[src/rtl/data_mem_arbiter_pkg.sv]
// Shared types and defaults for the data-memory arbiter: FSM states, requester IDs, widths.
package data_mem_arbiter_pkg;

  localparam int unsigned ADDR_W_DEF = 6;
  localparam int unsigned DATA_W_DEF = 8;

  typedef enum logic [1:0] {
    ST_IDLE   = 2'd0,
    ST_ISSUE  = 2'd1,
    ST_RDWAIT = 2'd2
  } arb_state_e;

  typedef enum logic {
    REQ_CORE = 1'b0,
    REQ_DISP = 1'b1
  } req_id_e;

  function automatic logic [15:0] sat_inc16(input logic [15:0] v);
    return (v == 16'hFFFF) ? v : v + 16'd1;
  endfunction

endpackage

[src/rtl/data_mem_arbiter_if.sv]
// Requester and RAM-side signals of the data-memory arbiter; slave = arbiter view, master = clients/RAM view.
interface data_mem_arbiter_if
  import data_mem_arbiter_pkg::*;
#(
  parameter int unsigned ADDR_W = ADDR_W_DEF,
  parameter int unsigned DATA_W = DATA_W_DEF
) ();

  logic              core_req;
  logic              core_we;
  logic [ADDR_W-1:0] core_addr;
  logic [DATA_W-1:0] core_wdata;
  logic              core_gnt;
  logic              core_rvalid;
  logic [DATA_W-1:0] core_rdata;
  logic              core_stall;

  logic              disp_req;
  logic [ADDR_W-1:0] disp_addr;
  logic              disp_gnt;
  logic              disp_rvalid;
  logic [DATA_W-1:0] disp_rdata;

  logic              mem_read;
  logic              mem_write;
  logic [ADDR_W-1:0] mem_addr;
  logic [DATA_W-1:0] mem_wdata;
  logic [DATA_W-1:0] mem_rdata;

  logic              busy;

  modport slave (
    input  core_req, core_we, core_addr, core_wdata, disp_req, disp_addr, mem_rdata,
    output core_gnt, core_rvalid, core_rdata, core_stall,
           disp_gnt, disp_rvalid, disp_rdata,
           mem_read, mem_write, mem_addr, mem_wdata, busy
  );

  modport master (
    output core_req, core_we, core_addr, core_wdata, disp_req, disp_addr, mem_rdata,
    input  core_gnt, core_rvalid, core_rdata, core_stall,
           disp_gnt, disp_rvalid, disp_rdata,
           mem_read, mem_write, mem_addr, mem_wdata, busy
  );

endinterface

[src/rtl/data_mem_arbiter_rr_arb2.sv]
// Two-way round-robin picker; a tie goes to the requester that was not granted last.
module rr_arb2
  import data_mem_arbiter_pkg::*;
(
  input  logic [1:0] req_i,
  input  req_id_e    last_i,
  output req_id_e    winner_o,
  output logic       any_o
);

  always_comb begin
    any_o    = |req_i;
    winner_o = REQ_CORE;
    if (req_i[1] && req_i[0]) begin
      winner_o = (last_i == REQ_CORE) ? REQ_DISP : REQ_CORE;
    end else if (req_i[1]) begin
      winner_o = REQ_DISP;
    end
  end

endmodule

[src/rtl/data_mem_arbiter.sv]
// Shares the single-port data RAM between the core (load/store) and the display reader.
// Optional MEMARB_PERF_CNT_EN adds saturating grant and conflict counters.
module data_mem_arbiter
  import data_mem_arbiter_pkg::*;
#(
  parameter int unsigned ADDR_W = ADDR_W_DEF,
  parameter int unsigned DATA_W = DATA_W_DEF
) (
  input  logic                clk,
  input  logic                reset,
  data_mem_arbiter_if.slave   bus
`ifdef MEMARB_PERF_CNT_EN
  ,
  output logic [15:0]         core_gnt_cnt,
  output logic [15:0]         disp_gnt_cnt,
  output logic [15:0]         conflict_cnt
`endif
);

  arb_state_e        state_q;
  req_id_e           win_q;
  req_id_e           last_q;
  logic              we_q;
  logic [ADDR_W-1:0] addr_q;
  logic [DATA_W-1:0] wdata_q;
  logic              core_gnt_q, disp_gnt_q;
  logic              mem_read_q, mem_write_q;
  logic              core_rvalid_q, disp_rvalid_q;
  logic [DATA_W-1:0] core_rdata_q, disp_rdata_q;

  req_id_e           arb_win;
  logic              arb_any;

  rr_arb2 u_rr_arb2 (
    .req_i    ({bus.disp_req, bus.core_req}),
    .last_i   (last_q),
    .winner_o (arb_win),
    .any_o    (arb_any)
  );

  always_ff @(posedge clk or posedge reset) begin
    if (reset) begin
      state_q       <= ST_IDLE;
      win_q         <= REQ_CORE;
      last_q        <= REQ_DISP;
      we_q          <= 1'b0;
      addr_q        <= '0;
      wdata_q       <= '0;
      core_gnt_q    <= 1'b0;
      disp_gnt_q    <= 1'b0;
      mem_read_q    <= 1'b0;
      mem_write_q   <= 1'b0;
      core_rvalid_q <= 1'b0;
      disp_rvalid_q <= 1'b0;
      core_rdata_q  <= '0;
      disp_rdata_q  <= '0;
    end else begin
      core_gnt_q    <= 1'b0;
      disp_gnt_q    <= 1'b0;
      mem_read_q    <= 1'b0;
      mem_write_q   <= 1'b0;
      core_rvalid_q <= 1'b0;
      disp_rvalid_q <= 1'b0;
      unique case (state_q)
        ST_IDLE: begin
          // Grant and strobe are registered here so both appear together in ISSUE.
          if (arb_any) begin
            win_q   <= arb_win;
            last_q  <= arb_win;
            state_q <= ST_ISSUE;
            if (arb_win == REQ_CORE) begin
              we_q        <= bus.core_we;
              addr_q      <= bus.core_addr;
              wdata_q     <= bus.core_wdata;
              core_gnt_q  <= 1'b1;
              mem_read_q  <= ~bus.core_we;
              mem_write_q <= bus.core_we;
            end else begin
              we_q       <= 1'b0;
              addr_q     <= bus.disp_addr;
              disp_gnt_q <= 1'b1;
              mem_read_q <= 1'b1;
            end
          end
        end
        ST_ISSUE: begin
          state_q <= we_q ? ST_IDLE : ST_RDWAIT;
        end
        ST_RDWAIT: begin
          if (win_q == REQ_CORE) begin
            core_rdata_q  <= bus.mem_rdata;
            core_rvalid_q <= 1'b1;
          end else begin
            disp_rdata_q  <= bus.mem_rdata;
            disp_rvalid_q <= 1'b1;
          end
          state_q <= ST_IDLE;
        end
        default: state_q <= ST_IDLE;
      endcase
    end
  end

  assign bus.core_gnt    = core_gnt_q;
  assign bus.disp_gnt    = disp_gnt_q;
  assign bus.core_rvalid = core_rvalid_q;
  assign bus.disp_rvalid = disp_rvalid_q;
  assign bus.core_rdata  = core_rdata_q;
  assign bus.disp_rdata  = disp_rdata_q;
  assign bus.mem_read    = mem_read_q;
  assign bus.mem_write   = mem_write_q;
  assign bus.mem_addr    = addr_q;
  assign bus.mem_wdata   = wdata_q;
  assign bus.busy        = (state_q != ST_IDLE);
  assign bus.core_stall  = bus.core_req & ~core_gnt_q;

`ifdef MEMARB_PERF_CNT_EN
  logic [15:0] core_cnt_q, disp_cnt_q, conf_cnt_q;

  always_ff @(posedge clk or posedge reset) begin
    if (reset) begin
      core_cnt_q <= '0;
      disp_cnt_q <= '0;
      conf_cnt_q <= '0;
    end else if (state_q == ST_IDLE) begin
      if (arb_any && arb_win == REQ_CORE) core_cnt_q <= sat_inc16(core_cnt_q);
      if (arb_any && arb_win == REQ_DISP) disp_cnt_q <= sat_inc16(disp_cnt_q);
      if (bus.core_req && bus.disp_req)   conf_cnt_q <= sat_inc16(conf_cnt_q);
    end
  end

  assign core_gnt_cnt = core_cnt_q;
  assign disp_gnt_cnt = disp_cnt_q;
  assign conflict_cnt = conf_cnt_q;
`endif

endmodule
[src/flat_wrapper.sv]
// flat-port wrapper written by rule: the top's interface ports become plain ports
module data_mem_arbiter_flat import data_mem_arbiter_pkg::*;
#(
  parameter int unsigned ADDR_W = ADDR_W_DEF,
  parameter int unsigned DATA_W = DATA_W_DEF
)
  (clk, reset, bus_core_req, bus_core_we, bus_core_addr, bus_core_wdata, bus_disp_req, bus_disp_addr, bus_mem_rdata, bus_core_gnt, bus_core_rvalid, bus_core_rdata, bus_core_stall, bus_disp_gnt, bus_disp_rvalid, bus_disp_rdata, bus_mem_read, bus_mem_write, bus_mem_addr, bus_mem_wdata, bus_busy);
  data_mem_arbiter_if #(.ADDR_W(ADDR_W), .DATA_W(DATA_W)) bus_i ();
  input  logic clk;
  input  logic reset;
  input wire logic [$bits(bus_i.core_req)-1:0] bus_core_req;
  input wire logic [$bits(bus_i.core_we)-1:0] bus_core_we;
  input wire logic [$bits(bus_i.core_addr)-1:0] bus_core_addr;
  input wire logic [$bits(bus_i.core_wdata)-1:0] bus_core_wdata;
  input wire logic [$bits(bus_i.disp_req)-1:0] bus_disp_req;
  input wire logic [$bits(bus_i.disp_addr)-1:0] bus_disp_addr;
  input wire logic [$bits(bus_i.mem_rdata)-1:0] bus_mem_rdata;
  output wire logic [$bits(bus_i.core_gnt)-1:0] bus_core_gnt;
  output wire logic [$bits(bus_i.core_rvalid)-1:0] bus_core_rvalid;
  output wire logic [$bits(bus_i.core_rdata)-1:0] bus_core_rdata;
  output wire logic [$bits(bus_i.core_stall)-1:0] bus_core_stall;
  output wire logic [$bits(bus_i.disp_gnt)-1:0] bus_disp_gnt;
  output wire logic [$bits(bus_i.disp_rvalid)-1:0] bus_disp_rvalid;
  output wire logic [$bits(bus_i.disp_rdata)-1:0] bus_disp_rdata;
  output wire logic [$bits(bus_i.mem_read)-1:0] bus_mem_read;
  output wire logic [$bits(bus_i.mem_write)-1:0] bus_mem_write;
  output wire logic [$bits(bus_i.mem_addr)-1:0] bus_mem_addr;
  output wire logic [$bits(bus_i.mem_wdata)-1:0] bus_mem_wdata;
  output wire logic [$bits(bus_i.busy)-1:0] bus_busy;
  assign bus_i.core_req = bus_core_req;
  assign bus_i.core_we = bus_core_we;
  assign bus_i.core_addr = bus_core_addr;
  assign bus_i.core_wdata = bus_core_wdata;
  assign bus_i.disp_req = bus_disp_req;
  assign bus_i.disp_addr = bus_disp_addr;
  assign bus_i.mem_rdata = bus_mem_rdata;
  assign bus_core_gnt = bus_i.core_gnt;
  assign bus_core_rvalid = bus_i.core_rvalid;
  assign bus_core_rdata = bus_i.core_rdata;
  assign bus_core_stall = bus_i.core_stall;
  assign bus_disp_gnt = bus_i.disp_gnt;
  assign bus_disp_rvalid = bus_i.disp_rvalid;
  assign bus_disp_rdata = bus_i.disp_rdata;
  assign bus_mem_read = bus_i.mem_read;
  assign bus_mem_write = bus_i.mem_write;
  assign bus_mem_addr = bus_i.mem_addr;
  assign bus_mem_wdata = bus_i.mem_wdata;
  assign bus_busy = bus_i.busy;
  data_mem_arbiter #(.ADDR_W(ADDR_W), .DATA_W(DATA_W)) u_core (.clk(clk), .reset(reset), .bus(bus_i));
endmodule
[config.mk]
export PLATFORM = sky130hd
export DESIGN_NAME = data_mem_arbiter_flat
export DESIGN_NICKNAME = d
export VERILOG_FILES = /design/src/rtl/data_mem_arbiter_pkg.sv /design/src/rtl/data_mem_arbiter_if.sv /design/src/rtl/data_mem_arbiter_rr_arb2.sv /design/src/rtl/data_mem_arbiter.sv /design/src/flat_wrapper.sv
export SDC_FILE = /design/constraint.sdc
export NUM_CORES = 1
export LEC_CHECK = 0
export CAP_MARGIN = 10
export CORE_MARGIN = 1
export CORE_UTILIZATION = 30
export DETAILED_ROUTE_END_ITERATION = 7
export GPL_ROUTABILITY_DRIVEN = 0
export PLACE_DENSITY = 0.71
export SLEW_MARGIN = 20
export SYNTH_ARGS = -nofsm -noshare
export SYNTH_HDL_FRONTEND = slang
export SYNTH_SLANG_ARGS = --single-unit
[constraint.sdc]
create_clock -name clk -period 1.4 [get_ports clk]
set_clock_uncertainty 0.05 [all_clocks]
set_input_delay 0.35 -clock clk [delete_from_list [all_inputs] [get_ports clk]]
set_output_delay 0.35 -clock clk [all_outputs]
set_load 0.1 [all_outputs]
==> summary.txt, run 1 <==
Floorplanning
  – Std-Cell Rows: 26
  – Initial Util: 0.312
  – Die X: 75.1 µm
  – Io pins: 71
  – Die area: 0.00563 mm²
  – Core area: 0.00514 mm²
  – Die Ht: 75.1 µm

Drt
  – DRC Markers: 0
  – WL final: 4.11 mm
  – M1 WL: 1.50 mm
  – Routed wl met2: 2.26 mm
  – Drt initial violations: 68
  – First drt pass iteration count: 3
  – Wire length per cell: 15.5 µm
  – Top sig layer: met4
  – Metal3 WL: 281 µm
  – DRT antenna net count: 0
  – Vias per cell: 4.45
  – Via count: 1180

Critical path
  – Slowest stage delay, CP: 0.42 ns
  – Crit Path Category: reg -> out
  – Max FO, Critical Path: 2
  – CP max stage cell: dfrtp_1
  – Worst setup EP type: primary output
  – Crit path cell chain: nor2_4 > buf_6 > clkinvlp_4 > buf_12
  – Startpoint Class: flop
  – CP required: 1.00 ns
  – Critical Path AT: 1.20 ns

STA
  – RSZ-0062 raised after global routing: true
  – Post-route setup slack: -0.202 ns
  – Worst slew pin tran: 0.267 ns
  – Hold Violations, Final: 0
  – Fmax: 0.624 GHz
  – Fin. max-slew vios: 0
  – Final period utilization: 1.14
  – Final min period: 1.60 ns
  – Setup-failing EPs final: 26
  – Relative slew margins: 0.821

Outcome
  – Status: finished, violations left
  – Violated checks: setup timing

Synth
  – Synth Cell Area: 0.00160 mm²
  – Post-synthesis sequential area ratio: 0.641
  – Number of synthesized register bits: 41
  – Yosys warnings: 0
  – Distinct cell type count after synthesis: 22
  – Average size of a mapped cell: 16.0 µm²
  – Mapped Nets: 133
  – Syn Inst Count: 100

Clocking
  – CTS sink count: 41
  – CTS Buf Count: 5
  – Clock transition at path regs: 0.08 ns
  – Clock Path Buffers: 2
  – CTS tree: yes
  – # H-tree levels: 2
  – Worst skew pair latency: 0.29 ns
  – Hold buffer count at CTS: 0
  – Root buf cell: clkbuf_8

Placed design
  – DP Wirelength: 3.04 mm
  – Placed Area: 0.00292 mm²
  – # port buffers: 70

Flow run
  – # Max-Cap Violations: 0

Final layout
  – Share of cells above drive strength 1: 0.579
  – Multi-input logic area: 629 µm²
  – FF+latch area: 0.00103 mm²
  – Design area: 0.00315 mm²
  – Commonest cells after routing, fill and taps aside: buf_12 (39), dfrtp_1 (38), clkdlybuf4s50_1 (30)
  – Commonest non-fill, non-tap cell in the layout: buf_12
  – N_diodes: 0
  – Area Growth Syn to Fin: 96.8%
  – Nets: 227
  – Number of fill cells in the layout: 416

GRT
  – All-Layer GR Usage: 0.161
  – First-pass GRT wire length: 6.54 mm
  – Antenna violations before repair: 0
  – Grt total ovfl: 0
  – Number of global-route vias before repair: 1313
  – Largest net degree at the start of global routing: 42

Min path
  – Hold crit path type: in -> async
==> flip-flops by register name, indices dropped and copies added, names as in the netlist <==
name                    count
u_core.bus.mem_addr         6
u_core.bus.disp_rvalid      1
u_core.bus.core_rdata       8
u_core.bus.core_gnt         1
u_core.we_q                 1
u_core.last_q               1
u_core.bus.mem_write        1
u_core.bus.mem_wdata        8
u_core.win_q                1
u_core.bus.mem_read         1
u_core.bus.disp_rdata       8
u_core.state_q              2
u_core.bus.core_rvalid      1
u_core.bus.disp_gnt         1
==> area by class of cell <==
type                            count  area share
Sequential cell                    41       0.328
Clock buffer                        6      0.0262
Multi-Input combinational cell     53       0.200
Clock inverter                      2      0.0119
Inverter                            4     0.00595
Tap cell                           70      0.0278
Timing Repair Buffer               89       0.401
==> path summary, 6_finish.rpt <==
check                                   from                        to  slack, ns  depth (start not counted)
setup / recovery           u_core.state_q[0]                  bus_busy      -0.20                          4
hold / removal                         reset  u_core.bus.disp_rdata[1]       0.37                          3
setup reg to reg               u_core.last_q    u_core.bus.mem_addr[5]      -0.10                          3
hold reg to reg                  u_core.we_q         u_core.state_q[1]       0.40                          1
max in group asynchronous              reset             u_core.last_q       0.67                          3
min in group clk                 u_core.we_q         u_core.state_q[1]       0.40                          1
==> critical path, delay by kind of cell (launching register included) <==
kind / cells / cell delay, ns
buf+inv: 3 / 0.36
simple gates: 1 / 0.14
flops: 1 / 0.42
==> logic make-up after synthesis <==
family                 count (synthesis)  share of synthesized area
AOI/OAI and AO/OA                      7                     0.0320
and+or+nand+nor                        9                     0.0352
buffers and inverters                  7                     0.0242
DFF                                   41                      0.641
muxes                                 36                      0.267
==> per-layer routing <==
| metal | vias up | track usage |
|---|---|---|
| met3 | 8 | 0.0509 |
| met5 | - | 0 |
| met2 | 46 | 0.292 |
| li1 | 538 | - |
| met4 | 0 | 0.0566 |
| met1 | 588 | 0.178 |
==> timing repair <==
item,in CTS,in global routing
gates resized for setup,15,5
setup buffers,4,2
pin swaps,2,1
gates cloned,2,0
hold endpoints to repair,0,0
endpoints found under the setup margin,27,28
==> stage by stage <==
step	utilization	cells	TNS (ns)	hold WS [ns]	worst slack, ns
after floorplan	-	100	-0.839	0.358	-0.152
after global placement	0.568	250	-7.84	0.372	-0.527
after detailed placement	0.568	250	-8.99	0.382	-0.587
after CTS	0.607	264	-1.49	0.372	-0.206
after global routing	0.613	265	-2.88	0.402	-0.231
final	0.613	265	-1.93	0.371	-0.202
==> Yosys cell counts <==
library cell  number  area share
buf_2              1      0.0031
nand2b_1           1      0.0039
and2_1             1      0.0039
a21bo_1            1      0.0063
nor3b_1            2      0.0094
nor2_1             1      0.0023
a21o_1             1      0.0047
a31oi_1            1      0.0039
nand3b_1           1      0.0047
nor2b_1            1      0.0039
mux2_4             6       0.056
dfstp_2            1       0.016
inv_1              4      0.0094
buf_6              1      0.0070
dfrtp_1           40        0.63
a21oi_1            2      0.0063
mux2_2            30        0.21
a22o_1             1      0.0055
nor3_1             1      0.0031
buf_4              1      0.0047
and3_1             1      0.0039
o21ai_2            1      0.0055
Power of run 1 is not shown: default switching activity piles up to over one toggle a cycle in this logic, so the estimate is an artifact.
==> run 2: changes to the inputs <==
--- a/config.mk
+++ b/config.mk
@@ -5,11 +5,11 @@
 export SDC_FILE = /design/constraint.sdc
 export NUM_CORES = 1
 export LEC_CHECK = 0
-export CAP_MARGIN = 10
 export CORE_MARGIN = 1
 export CORE_UTILIZATION = 30
 export DETAILED_ROUTE_END_ITERATION = 7
 export GPL_ROUTABILITY_DRIVEN = 0
+export HOLD_SLACK_MARGIN = 0.06
 export PLACE_DENSITY = 0.71
 export SLEW_MARGIN = 20
 export SYNTH_ARGS = -nofsm -noshare
==> results of run 2 <==
Same layout as run 1: the final DEF is identical, and so are final timing and power.
Power of run 2 is left out for the same reason.
